==> src/rtl/prefetch_queue.sv <==
// rtl/prefetch_queue.sv - instruction byte prefetch queue feeding the opcode decoder
module prefetch_queue #(
  parameter int          DEPTH    = 4,
  parameter logic [15:0] RESET_PC = 16'h0000
) (
  input  logic                     clk,
  input  logic                     rst_n,
  input  logic                     redirect,
  input  logic [15:0]              redirect_pc,
  output logic                     mem_rd,
  output logic [15:0]              mem_addr,
  input  logic                     mem_gnt,
  input  logic [7:0]               mem_rdata,
  output logic [$clog2(DEPTH):0]   q_count,
  output logic [7:0]               q_byte0,
  output logic [7:0]               q_byte1,
  output logic [7:0]               q_byte2,
  output logic [15:0]              q_pc,
  input  logic [1:0]               pop,
  output logic                     pop_err
);

  localparam int AW = $clog2(DEPTH);
  localparam int CW = AW + 1;
  localparam logic [CW:0] DEPTH_CMP = (CW+1)'(DEPTH);

  logic [7:0]    r_mem [DEPTH];
  logic [AW-1:0] r_head;
  logic [CW-1:0] r_count;
  logic [15:0]   r_q_pc;
  logic [15:0]   r_fetch_pc;
  logic          r_inflight;
  logic          r_tag;
  logic          r_epoch;
  logic          r_pop_err;

  logic [CW:0]   w_occ;
  logic          w_accept;
  logic          w_push;
  logic [CW-1:0] w_pop_ext;
  logic          w_pop_bad;
  logic [CW-1:0] w_pop_eff;
  logic [AW-1:0] w_wr_idx;
  logic [AW-1:0] w_idx1;
  logic [AW-1:0] w_idx2;

  // Occupancy counts the outstanding read so a return always finds a free slot.
  assign w_occ     = {1'b0, r_count} + {{CW{1'b0}}, r_inflight};
  assign mem_rd    = rst_n & ~redirect & (w_occ < DEPTH_CMP);
  assign mem_addr  = r_fetch_pc;
  assign w_accept  = mem_rd & mem_gnt;
  assign w_push    = r_inflight & (r_tag == r_epoch);

  assign w_pop_ext = CW'(pop);
  assign w_pop_bad = w_pop_ext > r_count;
  assign w_pop_eff = w_pop_bad ? r_count : w_pop_ext;

  // head + count is the slot just past the pre-pop tail, i.e. new_head + (count - pop).
  assign w_wr_idx  = r_head + r_count[AW-1:0];
  assign w_idx1    = r_head + AW'(1);
  assign w_idx2    = r_head + AW'(2);

  always_ff @(posedge clk or negedge rst_n) begin
    if (!rst_n) begin
      for (int i = 0; i < DEPTH; i++) begin
        r_mem[i] <= 8'h00;
      end
      r_head     <= '0;
      r_count    <= '0;
      r_q_pc     <= RESET_PC;
      r_fetch_pc <= RESET_PC;
      r_inflight <= 1'b0;
      r_tag      <= 1'b0;
      r_epoch    <= 1'b0;
      r_pop_err  <= 1'b0;
    end else begin
      r_inflight <= w_accept;
      if (w_accept) begin
        r_fetch_pc <= r_fetch_pc + 16'd1;
        r_tag      <= r_epoch;
      end
      // A redirect cannot coincide with an accept since mem_rd is held low.
      if (redirect) begin
        r_count    <= '0;
        r_q_pc     <= redirect_pc;
        r_fetch_pc <= redirect_pc;
        r_epoch    <= ~r_epoch;
      end else begin
        if (w_pop_bad) begin
          r_pop_err <= 1'b1;
        end
        r_head  <= r_head + w_pop_eff[AW-1:0];
        r_q_pc  <= r_q_pc + 16'(w_pop_eff);
        r_count <= r_count - w_pop_eff + CW'(w_push);
        if (w_push) begin
          r_mem[w_wr_idx] <= mem_rdata;
        end
      end
    end
  end

  assign q_count = r_count;
  assign q_pc    = r_q_pc;
  assign pop_err = r_pop_err;
  assign q_byte0 = (r_count > CW'(0)) ? r_mem[r_head] : 8'h00;
  assign q_byte1 = (r_count > CW'(1)) ? r_mem[w_idx1] : 8'h00;
  assign q_byte2 = (r_count > CW'(2)) ? r_mem[w_idx2] : 8'h00;

endmodule

==> config.mk <==
export PLATFORM = sky130hd
export DESIGN_NAME = prefetch_queue
export DESIGN_NICKNAME = d
export VERILOG_FILES = /design/src/rtl/prefetch_queue.sv
export SDC_FILE = /design/constraint.sdc
export NUM_CORES = 1
export LEC_CHECK = 0
export BUFFER_PORTS_ARGS = -buffer_cell sky130_fd_sc_hd__buf_2
export CORE_MARGIN = 3
export CORE_UTILIZATION = 41
export CTS_BUF_LIST = sky130_fd_sc_hd__clkbuf_4 sky130_fd_sc_hd__clkbuf_8 sky130_fd_sc_hd__clkbuf_16
export CTS_CLUSTER_DIAMETER = 200
export DETAILED_ROUTE_END_ITERATION = 7
export PLACE_DENSITY = 0.65
export SYNTH_ARGS = -nofsm -noshare
export SYNTH_HDL_FRONTEND = slang
export SYNTH_SLANG_ARGS = --single-unit
==> constraint.sdc <==
create_clock -name clk -period 10.1 [get_ports clk]
set_input_delay 1.515 -clock clk [delete_from_list [all_inputs] [get_ports clk]]
set_output_delay 1.515 -clock clk [all_outputs]
set_load 0.02 [all_outputs]
==> impl_metrics.toml, run 1 <==
[cts]
post_cts_sizing_count = 0
numCtsBuffers = 9
cts_hold_buf = 0
cell_chosen_for_the_clock_root = "clkbuf_8"
clock_latency_ns = 0.35
clk_pin_slew_ns = 0.09
cts_htree_levels = 3
numClockSinks = 73
cts-root-to-sink-buffers = 2
cts.repair_timing.setup_buffer_count = 0
tritoncts = "built"

[sta]
finalMaxSlewViolations = 0
setup_repair_after_global_routing_missed_its_margin = "false"
finalSetupViolCount = 0
period_share_pct = 43.8
setup_total_negative_slack_ns = 0
timing.hold.ws_ns = 0.504
max_freq_mhz = 226
skew_ns = 0.0116
hold_violations = 0
final_critical_path_setup_slack_ns = 5.68
post-route-min-period_ns = 4.42
tightestPinTransition_ns = 1.24
worst_slew_margin_rel_pct = 16.5

[synth]
postSynthNetCount = 413
postSynthAreaPerCell_sq_um = 11.8
synth_edf_count = 0
yosys-mux-area-fraction_pct = 23.0
postSynthCellCount = 370
synth_top_family_by_area = "multiplexers"
synth-xor-area-share_pct = 5.59
postSynth.topFlopCell = "dfrtp_1"
synth.distinct_cells = 52
synth_compound_gate_area_share_pct = 6.00
ys.warnings.count = 0
asyncSetResetFlopFracSynth_pct = 100
fraction_of_the_mapped_netlist_area_in_adder_cells_pct = 4.07
synth_simple_gate_area_share_pct = 16.5
mappedNetlistArea_sq_mm = 0.00436
synthesized_flop_and_latch_total = 73
ys_seq_area_share_pct = 41.9

[detailed_routing]
dr.max_layer_used = "met4"
met2_wirelength_mm = 4.81
post_drt_wl_per_cell_um = 16.4
number_of_vias_after_detailed_routing = 3231
post-route-drc-count = 0
drtPass1Iterations = 4
detailroute.wirelength.met3_um = 427
drtIter0Drc = 112
m1WireLength_mm = 4.52
drt.antenna.violating_nets = 0
via_per_inst = 5.38
totalWireLength_mm = 9.88

[global_routing]
antenna_found_initial = 0
first_global_vias = 3266
grt_use_total_pct = 17.9
first_pass_grt_wire_length_mm = 16.5
grt_start_max_net_pins = 76
grt_overflow = 0

[die]
die-width_um = 109
dieArea_sq_mm = 0.0119
height_of_the_die_um = 109
initial_utilization_pct = 42.2
floorplan.io_pins = 91
core.rowCount = 37
core_region_area_sq_mm = 0.0103

[critical_path]
start_kind = "input port"
worst_ep_arrival_time_ns = 4.66
critical_path_buf_inv_count = 1
slowest_stage_delay_cp_ns = 0.47
timing.critical_path.max_delay_family = "adder cells"
critical_path.max_fanout = 6
path_class = "input port to flop"
cp-end-kind = "flop"
timing.critical_path.required_ns = 10.33
crit_start = "pop[1]"
slowest_stage_cell_on_the_critical_path = "o21ai_0"
regToRegStartpoint = "q_count[1]"
cp_cell_sequence = "buf_2 > ha_1 > nor2b_1 > o21ai_0 > mux2_2 > ha_1 > fa_1 > a21oi_1 > nor3b_1 > and3_1 > xor2_1 > mux2_2"

[place]
placedInstanceArea_sq_mm = 0.00492
placed_instance_count = 585
count_of_buffers_from_port_buffering = 90
detailed_place_hpwl_mm = 7.12
pre_cts_ws_ns = 5.32
gp_routability_congestion = 0.795

[final_layout]
areaGrowthSynthToFinish_pct = 18.3
layout.cells.most_common = "buf_2"
seqCellArea_sq_mm = 0.00183
n_fill_cell = 941
antenna_cells_inserted = 0
post_layout_nonfiller_instances = 601
multi_input_combinational_cell_area_sq_mm = 0.00241
drive_gt1_share_pct = 40.4
highest_count_cells_in_the_layout_ignoring_fill_and_taps = "buf_2 (90), dfrtp_1 (73), mux2_2 (38)"
final_design_area_no_fill_sq_mm = 0.00516
nNetsFinal = 503

[min_path]
min-delay-start = "pop_err"
min_path_type = "flop to flop"

[run]
max-cap-violations = 0

[power_and_ir_drop]
ir_drop_mv = 0.0918
power.density_cell_area_mw_per_mm2 = 265
p_leak_nw = 2.39

[outcome]
run_status = "completed"
## cell families after synthesis
group                      after synthesis
AOI/OAI and AO/OA                       44
xor gates and xnor gates                24
and+or+nand+nor                        126
muxes                                   65
buffers and inverters                   24
adders and majority gates               13
DFF                                     73
other                                    1
## area by class of cell
type                            instances  share of cell area [%]
Clock buffer                            9                    2.40
Clock inverter                          7                    2.28
Inverter                               10                   0.728
Multi-Input combinational cell        273                    46.7
Sequential cell                        73                    35.4
Tap cell                              136                    3.30
Timing Repair Buffer                   93                    9.17
## metrics by stage
| step | util (%) | power, mW |
|---|---|---|
| after global routing | 50.0 | 1.46 |
| after CTS | 50.0 | 1.38 |
| after global placement | 47.6 | 1.08 |
| after floorplan | - | 0.947 |
| final | 50.0 | 1.37 |
| after detailed placement | 47.6 | 1.10 |
## flip-flops by register name (all words and copies together) (netlist names)
name and count:
mem_addr 16, pop_err 1, q_count 3, q_pc 16, r_epoch 1, r_head 2
r_inflight 1, r_mem 32, r_tag 1
## path summary, 6_finish.rpt
check                               end  slack, ns  cells after the start
setup / recovery                q_pc[8]       5.68                     12
hold / removal                  pop_err       0.50                      1
setup reg to reg                q_pc[8]       6.14                     12
hold reg to reg                 pop_err       0.50                      1
max in group asynchronous  mem_addr[11]       8.10                      2
min in group asynchronous      r_mem[7]       1.38                      2
## synthesized netlist by cell type (all sizes together), types with 10 or more instances
library cell | instances | area share (%)
o21ai | 27 | 3.1
inv | 10 | 0.86
xor2 | 11 | 2.4
nand3 | 11 | 1.5
nand2 | 34 | 3.2
buf | 12 | 1.8
dfrtp | 73 | 42
mux4 | 24 | 12
xnor2 | 13 | 3.2
nor2 | 19 | 2.0
ha | 11 | 3.2
mux2 | 40 | 10
nor2b | 29 | 4.2
## per-layer routing
metal	vias to the layer above	track usage [%]
met4	0	6.40
met2	74	28.4
met1	1622	24.5
li1	1521	-
met5	-	0
met3	14	3.67
## power breakdown
group / internal, mW / total [mW] / leakage, nW / switching, mW
sequential: 0.375 / 0.487 / 0.925 / 0.112
clock: 0.165 / 0.281 / 0.124 / 0.116
combinational: 0.303 / 0.599 / 1.34 / 0.297
No activity file was read; power rests on OpenSTA's default activity.
==> run 2, diff against run 1 <==
- clock period: 10.1 -> 4.3 ns (I/O delays scaled with it)
==> impl_metrics.toml, run 2 (synthesis gave the netlist of run 1 again) <==
[global_routing]
antenna_found_initial = 0
first_global_vias = 3284
grt_start_max_net_pins = 55
grt_use_total_pct = 17.9
first_pass_grt_wire_length_mm = 16.5
grt_overflow = 0

[cts]
numCtsBuffers = 9
clock_latency_ns = 0.34
cts.repair_timing.setup_buffer_count = 0
cts_htree_levels = 3
numClockSinks = 73
post_cts_sizing_count = 0
cts_hold_buf = 0
cell_chosen_for_the_clock_root = "clkbuf_8"
clk_pin_slew_ns = 0.08
tritoncts = "built"
cts-root-to-sink-buffers = 2

[detailed_routing]
number_of_vias_after_detailed_routing = 3285
detailroute.wirelength.met3_um = 500
drtIter0Drc = 160
dr.max_layer_used = "met4"
m1WireLength_mm = 4.49
totalWireLength_mm = 10.0
drtPass1Iterations = 4
drt.antenna.violating_nets = 0
met2_wirelength_mm = 4.91
post_drt_wl_per_cell_um = 16.6
via_per_inst = 5.45
post-route-drc-count = 0

[min_path]
min_path_type = "input port to asynchronous set/reset pin"

[die]
height_of_the_die_um = 109
core_region_area_sq_mm = 0.0103
initial_utilization_pct = 42.2
core.rowCount = 37
floorplan.io_pins = 91
dieArea_sq_mm = 0.0119
die-width_um = 109

[critical_path]
timing.critical_path.required_ns = 4.53
cp_cell_sequence = "inv_1 > ha_1 > nor2b_1 > o21ai_0 > buf_4 > mux2_2 > ha_1 > fa_1 > a21oi_1 > nor3b_1 > and3_1 > xor2_1 > mux2_2"
critical_path_buf_inv_count = 2
worst-r2r-setup-slack_ns = 0.59
worst_ep_arrival_time_ns = 3.94
start_kind = "flop"
critical_path.max_fanout = 9
timing.critical_path.max_delay_family = "adder cells"
slowest_stage_cell_on_the_critical_path = "dfrtp_1"
slowest_stage_delay_cp_ns = 0.60
cp-end-kind = "flop"
path_class = "flop to flop"

[sta]
setup_total_negative_slack_ns = 0
hold_violations = 0
post-route-min-period_ns = 3.71
finalMaxSlewViolations = 0
final_critical_path_setup_slack_ns = 0.589
tightestPinTransition_ns = 0.935
period_share_pct = 86.3
skew_ns = 0.00780
max_freq_mhz = 269
worst_slew_margin_rel_pct = 37.7
finalSetupViolCount = 0
setup_repair_after_global_routing_missed_its_margin = "false"

[power_and_ir_drop]
ir_drop_mv = 0.222
p_leak_nw = 2.38
power.density_cell_area_mw_per_mm2 = 608

[final_layout]
post_layout_nonfiller_instances = 603
areaGrowthSynthToFinish_pct = 17.6
n_fill_cell = 938
drive_gt1_share_pct = 40.7
highest_count_cells_in_the_layout_ignoring_fill_and_taps = "buf_2 (90), dfrtp_1 (73), mux2_2 (38)"
largest_register = "r_mem"
nNetsFinal = 505
layout.cells.most_common = "buf_2"
largest_reg_flops = 32
antenna_cells_inserted = 0

[place]
gp_routability_congestion = 0.829
pre_cts_ws_ns = 0.618
count_of_buffers_from_port_buffering = 90
detailed_place_hpwl_mm = 7.32
placed_instance_count = 587

[run]
max-cap-violations = 0

[outcome]
run_status = "completed"
-- run 2: changes by cell type in the layout (fill, tap and decap cells not counted) --
| cell | delta |
|---|---|
| clkinv_2 | +2 |
| clkinv_4 | -1 |
| buf_4 | +2 |
| clkinvlp_4 | +1 |
| clkbuf_8 | +1 |
| inv_6 | -1 |
| bufinv_16 | -2 |
-- run 2: layout make-up --
type                    instances  area [sq um]  share of cell area (%)
flip-flops and latches         73          1830                    35.6
repair buffers                 95           488                    9.52
multi-input cells             273          2410                    47.0
clock buffers                  10           138                    2.68
inverters                      10          37.5                   0.732
well taps                     136           170                    3.32
clock inverters                 6          57.6                    1.12
-- run 2: worst paths after layout --
kind                            start        end  depth (start not counted)
max                        q_count[1]    q_pc[8]                         13
max reg2reg                q_count[1]    q_pc[8]                         13
min                             rst_n  r_mem[23]                          1
min reg2reg                   pop_err    pop_err                          1
min in group clk              pop_err    pop_err                          1
max in group asynchronous       rst_n   q_pc[11]                          2
-- run 2: where the power goes --
part	internal [mW]	switching, mW
registers	0.881	0.234
logic	0.725	0.738
clock network	0.280	0.258
-- run 2: metrics by stage --
| stage | instance area (sq um) | utilization (%) | hold WS (ns) | power, mW |
|---|---|---|---|---|
| after floorplan | 4360 | - | 0.349 | 2.22 |
| after global placement | 4930 | 47.8 | 0.480 | 2.56 |
| after detailed placement | 4930 | 47.8 | 0.484 | 2.61 |
| after CTS | 5130 | 49.7 | 0.255 | 3.15 |
| after global routing | 5130 | 49.7 | 0.282 | 3.33 |
| final | 5130 | 49.7 | 0.258 | 3.12 |
-- run 2: per-layer routing --
layer / global-route usage [%] / up-vias
met1: 24.3 / 1665
li1: - / 1523
met3: 3.55 / 12
met4: 5.68 / 0
met2: 28.9 / 85
met5: 0 / -
